$ cat src/rtl/muldiv_unit.sv
// Iterative multiply/divide unit owning HI/LO: shift-add multiply and restoring
// divide over WIDTH iterations, with a final sign-fix cycle and MTHI/MTLO loads.
module muldiv_unit #(
  parameter int WIDTH = 32
) (
  input  logic             clk,
  input  logic             reset,
  input  logic             start,
  input  logic [1:0]       op,
  input  logic [WIDTH-1:0] srca,
  input  logic [WIDTH-1:0] srcb,
  input  logic             hiwen,
  input  logic             lowen,
  output logic [WIDTH-1:0] hi,
  output logic [WIDTH-1:0] lo,
  output logic             busy,
  output logic             done
);

  localparam int CNT_W = $clog2(WIDTH + 1);

  typedef enum logic [1:0] {
    S_IDLE   = 2'd0,
    S_CALC   = 2'd1,
    S_FINISH = 2'd2
  } state_t;

  state_t state_r, next_state_s;

  logic [CNT_W-1:0]   cnt_r;
  logic [2*WIDTH:0]   work_r, step_s;
  logic [WIDTH-1:0]   opb_r, srca_r, hi_r, lo_r;
  logic               op_div_r, sign_a_r, sign_b_r, busy_r, done_r;
  logic               sign_a_s, sign_b_s, ge_s;
  logic [WIDTH-1:0]   a_abs_s, b_abs_s, quo_s, rem_s, res_hi_s, res_lo_s;
  logic [WIDTH:0]     sum_s, shifted_s, diff_s;
  logic [2*WIDTH-1:0] prod_s;

  // State register
  always_ff @(posedge clk or posedge reset) begin
    if (reset) begin
      state_r <= S_IDLE;
    end else begin
      state_r <= next_state_s;
    end
  end

  // Next-state logic
  always_comb begin
    next_state_s = state_r;
    case (state_r)
      S_IDLE: begin
        if (start) begin
          next_state_s = S_CALC;
        end else begin
          next_state_s = S_IDLE;
        end
      end
      S_CALC: begin
        if (cnt_r == CNT_W'(WIDTH - 1)) begin
          next_state_s = S_FINISH;
        end else begin
          next_state_s = S_CALC;
        end
      end
      S_FINISH: next_state_s = S_IDLE;
      default:  next_state_s = S_IDLE;
    endcase
  end

  // Operand magnitudes; only signed ops (op[0]==0) look at the sign bits
  always_comb begin
    sign_a_s = ~op[0] & srca[WIDTH-1];
    sign_b_s = ~op[0] & srcb[WIDTH-1];
    a_abs_s  = sign_a_s ? -srca : srca;
    b_abs_s  = sign_b_s ? -srcb : srcb;
  end

  // One iteration: work_r holds {upper acc/remainder, multiplier/quotient bits}
  always_comb begin
    sum_s     = work_r[0] ? (work_r[2*WIDTH:WIDTH] + {1'b0, opb_r}) : work_r[2*WIDTH:WIDTH];
    shifted_s = {work_r[2*WIDTH-1:WIDTH], work_r[WIDTH-1]};
    ge_s      = (shifted_s >= {1'b0, opb_r});
    diff_s    = shifted_s - {1'b0, opb_r};
    if (op_div_r) begin
      if (ge_s) begin
        step_s = {diff_s, work_r[WIDTH-2:0], 1'b1};
      end else begin
        step_s = {shifted_s, work_r[WIDTH-2:0], 1'b0};
      end
    end else begin
      step_s = {1'b0, sum_s, work_r[WIDTH-1:1]};
    end
  end

  // Sign fix and divide-by-zero handling; most-negative / -1 falls out naturally
  always_comb begin
    quo_s = work_r[WIDTH-1:0];
    rem_s = work_r[2*WIDTH-1:WIDTH];
    if (sign_a_r ^ sign_b_r) begin
      prod_s = -work_r[2*WIDTH-1:0];
    end else begin
      prod_s = work_r[2*WIDTH-1:0];
    end
    if (!op_div_r) begin
      res_hi_s = prod_s[2*WIDTH-1:WIDTH];
      res_lo_s = prod_s[WIDTH-1:0];
    end else if (opb_r == '0) begin
      res_hi_s = srca_r;
      res_lo_s = '1;
    end else begin
      res_lo_s = (sign_a_r ^ sign_b_r) ? -quo_s : quo_s;
      res_hi_s = sign_a_r ? -rem_s : rem_s;
    end
  end

  // Datapath, HI/LO and status registers
  always_ff @(posedge clk or posedge reset) begin
    if (reset) begin
      cnt_r    <= '0;
      work_r   <= '0;
      opb_r    <= '0;
      srca_r   <= '0;
      op_div_r <= 1'b0;
      sign_a_r <= 1'b0;
      sign_b_r <= 1'b0;
      hi_r     <= '0;
      lo_r     <= '0;
      busy_r   <= 1'b0;
      done_r   <= 1'b0;
    end else begin
      busy_r <= (next_state_s != S_IDLE);
      done_r <= (state_r == S_FINISH);
      case (state_r)
        S_IDLE: begin
          if (start) begin
            op_div_r <= op[1];
            sign_a_r <= sign_a_s;
            sign_b_r <= sign_b_s;
            srca_r   <= srca;
            opb_r    <= b_abs_s;
            work_r   <= {{(WIDTH + 1){1'b0}}, a_abs_s};
            cnt_r    <= '0;
          end else begin
            if (hiwen) begin
              hi_r <= srca;
            end
            if (lowen) begin
              lo_r <= srca;
            end
          end
        end
        S_CALC: begin
          work_r <= step_s;
          cnt_r  <= cnt_r + CNT_W'(1);
        end
        S_FINISH: begin
          hi_r <= res_hi_s;
          lo_r <= res_lo_s;
        end
        default: begin
        end
      endcase
    end
  end

  assign hi   = hi_r;
  assign lo   = lo_r;
  assign busy = busy_r;
  assign done = done_r;

endmodule
$ cat config.mk
export PLATFORM = sky130hd
export DESIGN_NAME = muldiv_unit
export DESIGN_NICKNAME = d
export VERILOG_FILES = /design/src/rtl/muldiv_unit.sv
export SDC_FILE = /design/constraint.sdc
export NUM_CORES = 1
export LEC_CHECK = 0
export BUFFER_PORTS_ARGS = -buffer_cell sky130_fd_sc_hd__clkbuf_2
export CAP_MARGIN = 20
export CORE_MARGIN = 2
export CORE_UTILIZATION = 55
export DETAILED_ROUTE_END_ITERATION = 8
export GPL_TIMING_DRIVEN = 0
export HOLD_SLACK_MARGIN = 0.03
export PLACE_DENSITY = 0.82
export SETUP_SLACK_MARGIN = 0.1
export SLEW_MARGIN = 10
export SYNTH_ARGS = -nofsm -noshare
export SYNTH_HDL_FRONTEND = slang
export SYNTH_SLANG_ARGS = --single-unit
$ cat constraint.sdc
create_clock -name clk -period 8.7 [get_ports clk]
set_clock_uncertainty 0.15 [all_clocks]
set_input_delay 0.87 -clock clk [delete_from_list [all_inputs] [get_ports clk]]
set_output_delay 0.87 -clock clk [all_outputs]
set_load 0.02 [all_outputs]
; ---- After elaboration in Yosys (flattened, before gate mapping)
; Index checks and enable logic that the tools add are counted.
[totals]
output_inout_bits = 66
wordCells = 66
ff_bits = 206
[op_classes]
bitwise = 4
eq_ne = 7
magnitude_cmp = 1
add_sub_neg = 8
muxes = 25
reduce_logical = 9
[ops]
columns = op, count
row1 = 2-to-1 mux 32 bit, 12
row2 = 2-to-1 mux 65 bit, 3
row3 = one-hot mux 65 bit (2 select lines), 1
row4 = negation 32 bit, 4
row5 = one-hot mux 32 bit (2 select lines), 2
row6 = 2-to-1 mux 64 bit, 1
row7 = negation 64 bit, 1
row8 = adder 33 x 32 -> 33 bit, 1
row9 = >= comparator 33 x 32 -> 1 bit, 1
row10 = 2-to-1 mux 33 bit, 1
row11 = subtractor 33 x 32 -> 33 bit, 1
row12 = zero test 32 bit, 1
row13 = one-hot mux 6 bit (2 select lines), 1
row14 = "!= test 2 bit, second input constant", 4
row15 = "adder 6 x 1 -> 6 bit, second input constant", 1
row16 = "equality test 6 x 5 -> 1 bit, second input constant", 1
row17 = 2-to-1 mux 6 bit, 1
row18 = AND reduction 3 bit, 2
row19 = nonzero test 2 bit, 3
row20 = one-hot mux 2 bit (2 select lines), 1
row21 = AND reduction 2 bit, 2
row22 = bitwise AND 1 bit, 2
row23 = "equality test 2 x 1 -> 1 bit, second input constant", 1
row24 = "equality test 2 bit, second input constant", 1
row25 = other kinds (5), 5

; ---- Logic depth before layout (Yosys ltp)
[logic_depth]
word_depth = 5
ltp_mapped = 14
ltp_nobuf = 13

; ---- Least setup slack after synthesis
; No wires, ideal clock.
[synth_path]
kind = input-to-reg
start = in srcb[8]
end = reg opb_r[29]
path_buffers = 0
cell_stages = 9
setup_time_ns = 0.133
setup_slack_ns = 5.306
arrival_time_ns = 3.111
path_cell_list = or3_1 nor4_1 nand2b_1 or4_1 or3b_2 nor3_1 nor2_1 xnor2_1 o21ai_0
[synth_between]
elab_chain_cells = 2
[synth_lines]
columns = item, line
row1 = start: declaration, 11  ; input logic [WIDTH-1:0] srcb,
row2 = negation 32 bit, 76  ; b_abs_s = sign_b_s ? -srcb : srcb;
row3 = 2-to-1 mux 32 bit, 76
row4 = end signal: assignment, 141  ; opb_r <= b_abs_s;
row5 = end: declaration, 32  ; logic [WIDTH-1:0] opb_r, srca_r, hi_r, lo_r;
; No other way between the ends.
; A chain may end at the register's enable or synchronous reset.

; ---- Worst setup path in the final report
[layout_path]
start = reg work_r[31]
end = reg work_r[52]
[layout_between]
elab_chain_cells = 4
elab_cells_between_ends = 5
cone_classes = add/sub (1) / order compare (1) / mux (3)
[layout_lines]
columns = item, line
row1 = start: declaration, 31  ; logic [2*WIDTH:0] work_r, step_s;
row2 = start signal: assignment, 142  ; work_r <= {{(WIDTH + 1){1'b0}}, a_abs_s};
row3 = start signal: assignment, 154  ; work_r <= step_s;
row4 = subtractor 33 x 32 -> 33 bit or >= comparator 33 x 32 -> 1 bit (tied branches), "84, 83"
row5 = 2-to-1 mux 65 bit (*), 86  ; if (ge_s) begin
row6 = 2-to-1 mux 65 bit (*), 85  ; if (op_div_r) begin
row7 = one-hot mux 65 bit (2 select lines) (*), 134  ; case (state_r)
; Every way passes the cells marked *; elsewhere a longest branch is shown, timed or not.

==> summary.md <==
| Metric | Value |
|---|---|
| Fmax | `209 MHz` |
| Die Area | `31800 µm²` |
| Share of layout cells above drive strength 1 | `8.83%` |
| Busiest layer in global routing | `met2` |
| Synth Warn # | `0` |
| Remaining antenna violation count | `0` |
| P_sw | `0.00376 W` |
| DRT iter0 DRCs | `a little over 2000` |
| Root Driver | `clkbuf_16` |
| Post-CTS Resized | `0` |
| # setup viols final | `0` |
| Worst endpoint data arrival time | `5.07 ns` |
| Worst skew pair latency | `0.56 ns` |
| Post-synthesis cell area | `between 15000 and 20000 µm²` |
| GR Util met3 | `5.37%` |
| Distinct cells, synth | `73` |
| Reg2reg start | `work_r[31]` |
| Yosys top cell area share | `30.8%` |
| Slew Viols, Final | `0` |
| Internal | `0.00379 W` |
| Core footprint | `29800 µm²` |
| Avg Cell Area, Syn | `7.75 µm²` |
| Clock power frac | `15.4%` |
| TritonRoute pass-1 iters | `7` |
| Period minus WS final | `4.79 ns` |
| Part of the power in registers | `roughly 22%` |
| Crit path kind | `flip-flop to flip-flop` |
| Crit. End Element | `flip-flop` |
| CP Launch Type | `flip-flop` |
| Placer Congestion | `between 1 and 1.5` |
| Critical path launch point | `work_r[31]` |
| Sequential fraction of the synthesis area | `a little under a third` |
| Largest cells by area after synthesis | `dfrtp_1 (31%), o21ai_0 (7.1%), nand2_1 (7.0%)` |
| Clock sink count | `206` |
| Top Ports | `about 140` |
| CTS tree | `done` |
| Max FO, Critical Path | `10` |
| Die Y | `178 µm` |
| Worst Path Required | `8.98 ns` |
| Post-CTS Setup Inserts | `0` |
| Worst Setup EP | `work_r[52]` |
| Reg2Reg Setup Slack | `3.91 ns` |
| Largest net degree at the start of global routing | `117` |
| Met2 usage | `59.0%` |
| Post-layout net count | `2458` |
| Rows | `63` |
| Peak VDD IR | `between 0.2 and 0.25 mV` |
| RSZ-0062 raised after global routing | `false` |
| Vias in the first global route | `16700` |
| CTS max path bufs | `3` |
| Worst Tran Pin Value | `~1.1 ns` |
| H-Tree Depth | `1` |
| IO buf count | `127` |
| Top_reg_cell synth | `dfrtp_1` |
| PD cells | `401 nW/µm²` |
| Status | `finished clean` |
| Initial antenna violation count | `1` |
| Via density | `6.41` |
| Synth Instances | `2159` |
| Detailed Place HPWL | `44400 µm` |
| CTS clk-pin slew, worst paths | `around 0.07 ns` |
| RR Endpoint | `work_r[52]` |
| Vias | `17500` |
| Max-cap violation count | `0` |
| DR WL/cell | `roughly 21 µm` |
| EDFF count, synth | `0` |
| Leak | `a little over 8 nW` |
| Post-synth ARST share | `between 90% and 100%` |
| Fin crit share | `a little under three fifths` |
| Max transition margin | `between 20% and 30%` |
| Dpl cell area | `17900 µm²` |
| Net Sw Frac | `49.8%` |
| Gr ovfl total | `0` |
| Yosys reg bits | `206` |
| GRT Util Overall | `a little over a third` |
| Clock buffer count from CTS | `25` |
| Post-Syn Nets | `2301` |
| Die X | `between 150 and 200 µm` |
| First-pass GRT wire length | `89500 µm` |
| Hold Crit Class | `input port to async pin` |
| Initial Util | `56.2%` |
| Post-Route WL | `58100 µm` |
| Met1 Use GR | `44.8%` |
| Final hold violations | `0` |
| Dominant cell type by area after synthesis | `dfrtp_1` |
| Area grow syn2layout | `12.5%` |
| Hold_buf cts | `0` |
| Util after Layout | `63.2%` |
| Fin area | `18800 µm²` |
| Logic pwr share | `62.2%` |
| Worst r2r path cells | `13` |
| DRC viols | `0` |
## worst max-delay path: stages, from the launching register on
cell	delay, ns
dfrtp_1	0.56
inv_1	0.27
ha_1	0.29
nand3b_1	0.22
a21oi_1	0.22
o41ai_1	0.20
a211oi_1	0.52
o21ai_0	0.28
o21ai_0	0.61
buf_2	0.39
clkbuf_1	0.57
nand2_1	0.13
o211ai_1	0.13
nand3_1	0.11
## kinds of logic (layout without fill, tap and decap cells)
kind of cell               Yosys count  after routing  share of synthesized area (%)
AOI/OAI and AO/OA                  683            683                           24.8
xor gates and xnor gates           191            191                           9.99
adders and majority gates           71             71                           5.40
buffers and inverters              237            412                           5.54
DFF                                206            206                           30.8
muxes                               75             75                           4.52
other                                0              1                              0
and+or+nand+nor                    696            696                           19.0
## area by class of cell
cell class / count / area (µm²)
Clock buffer: 31 / 678
Multi-Input combinational cell: 1716 / 10700
Buffer: 171 / 679
Fill cell: 2631 / 11000
Timing Repair Buffer: 130 / 696
Inverter: 66 / 255
Clock inverter: 14 / 221
Antenna cell: 1 / 2.50
Tap cell: 390 / 488
Sequential cell: 206 / 5150
## metrics by stage
stage               hold slack (ns)  setup WS (ns)  std cells  total power, W  TNS (ns)
finish                       0.0798           3.91       2725         0.00754         0
global route                 0.0984           3.82       2724         0.00804         0
CTS                          0.0739           4.17       2723         0.00740         0
detailed placement            0.313           4.21       2678         0.00622         0
global placement              0.309         -0.117       2676         0.00610    -18.27
floorplan                     0.289           2.06       2159         0.00499         0
## synthesized netlist by cell type, types with 22 or more instances
| master | instances |
|---|---|
| nor2_1 | 143 |
| dfrtp_1 | 206 |
| o31ai_1 | 26 |
| nor3_1 | 53 |
| nand3_1 | 34 |
| o211ai_1 | 34 |
| o22ai_1 | 49 |
| clkbuf_1 | 137 |
| nand2_1 | 313 |
| a21oi_1 | 173 |
| or3_1 | 23 |
| xor2_1 | 101 |
| o21ai_0 | 236 |
| mux2i_1 | 71 |
| xnor2_1 | 90 |
| a31oi_1 | 22 |
| inv_1 | 64 |
| ha_1 | 69 |
| nor4_1 | 24 |
## power by group through the flow
stage	Clock, W	Combinational [W]	Sequential (W)
finish	0.00116	0.00469	0.00169
global placement	0	0.00443	0.00167
CTS	0.00116	0.00457	0.00167
detailed placement	0	0.00454	0.00168
global route	0.00119	0.00513	0.00172
floorplan	0	0.00335	0.00164
## layer usage
layer  share of wire (%)  vias up
met2                  45     1026
met3                 9.7      235
met1                  39     8137
met4                 7.0        0
li1                    -     8065
met5                   0        -
## flip-flops by register name (all words and copies together) (netlist names)
name      flops
sign_b_r      1
work_r       65
opb_r        32
hi           32
op_div_r      1
state_r       2
sign_a_r      1
lo           32
srca_r       32
done          1
busy          1
cnt_r         6
## worst min path at each step
| stage | startpoint | end | cells past startpoint |
|---|---|---|---|
| after floorplan | srca_r[29] | srca_r[29] | 2 |
| after global placement | srca_r[0] | srca_r[0] | 2 |
| after detailed placement | srca_r[15] | srca_r[15] | 2 |
| after CTS | reset | work_r[6] | 2 |
| after global routing | reset | lo[5] | 2 |
| final | reset | work_r[6] | 2 |
## cell usage in the layout (no fill, tap or decap), drive strengths merged, types with 24 or more instances in the layout
cell / n
nand2: 313
clkbuf: 298
o21ai: 237
dfrtp: 206
a21oi: 173
nor2: 143
xor2: 101
xnor2: 90
mux2i: 71
ha: 69
inv: 66
nor3: 54
o22ai: 49
nand3: 34
o211ai: 34
buf: 34
o31ai: 27
nor4: 24
(Power assumes the default switching activity.)
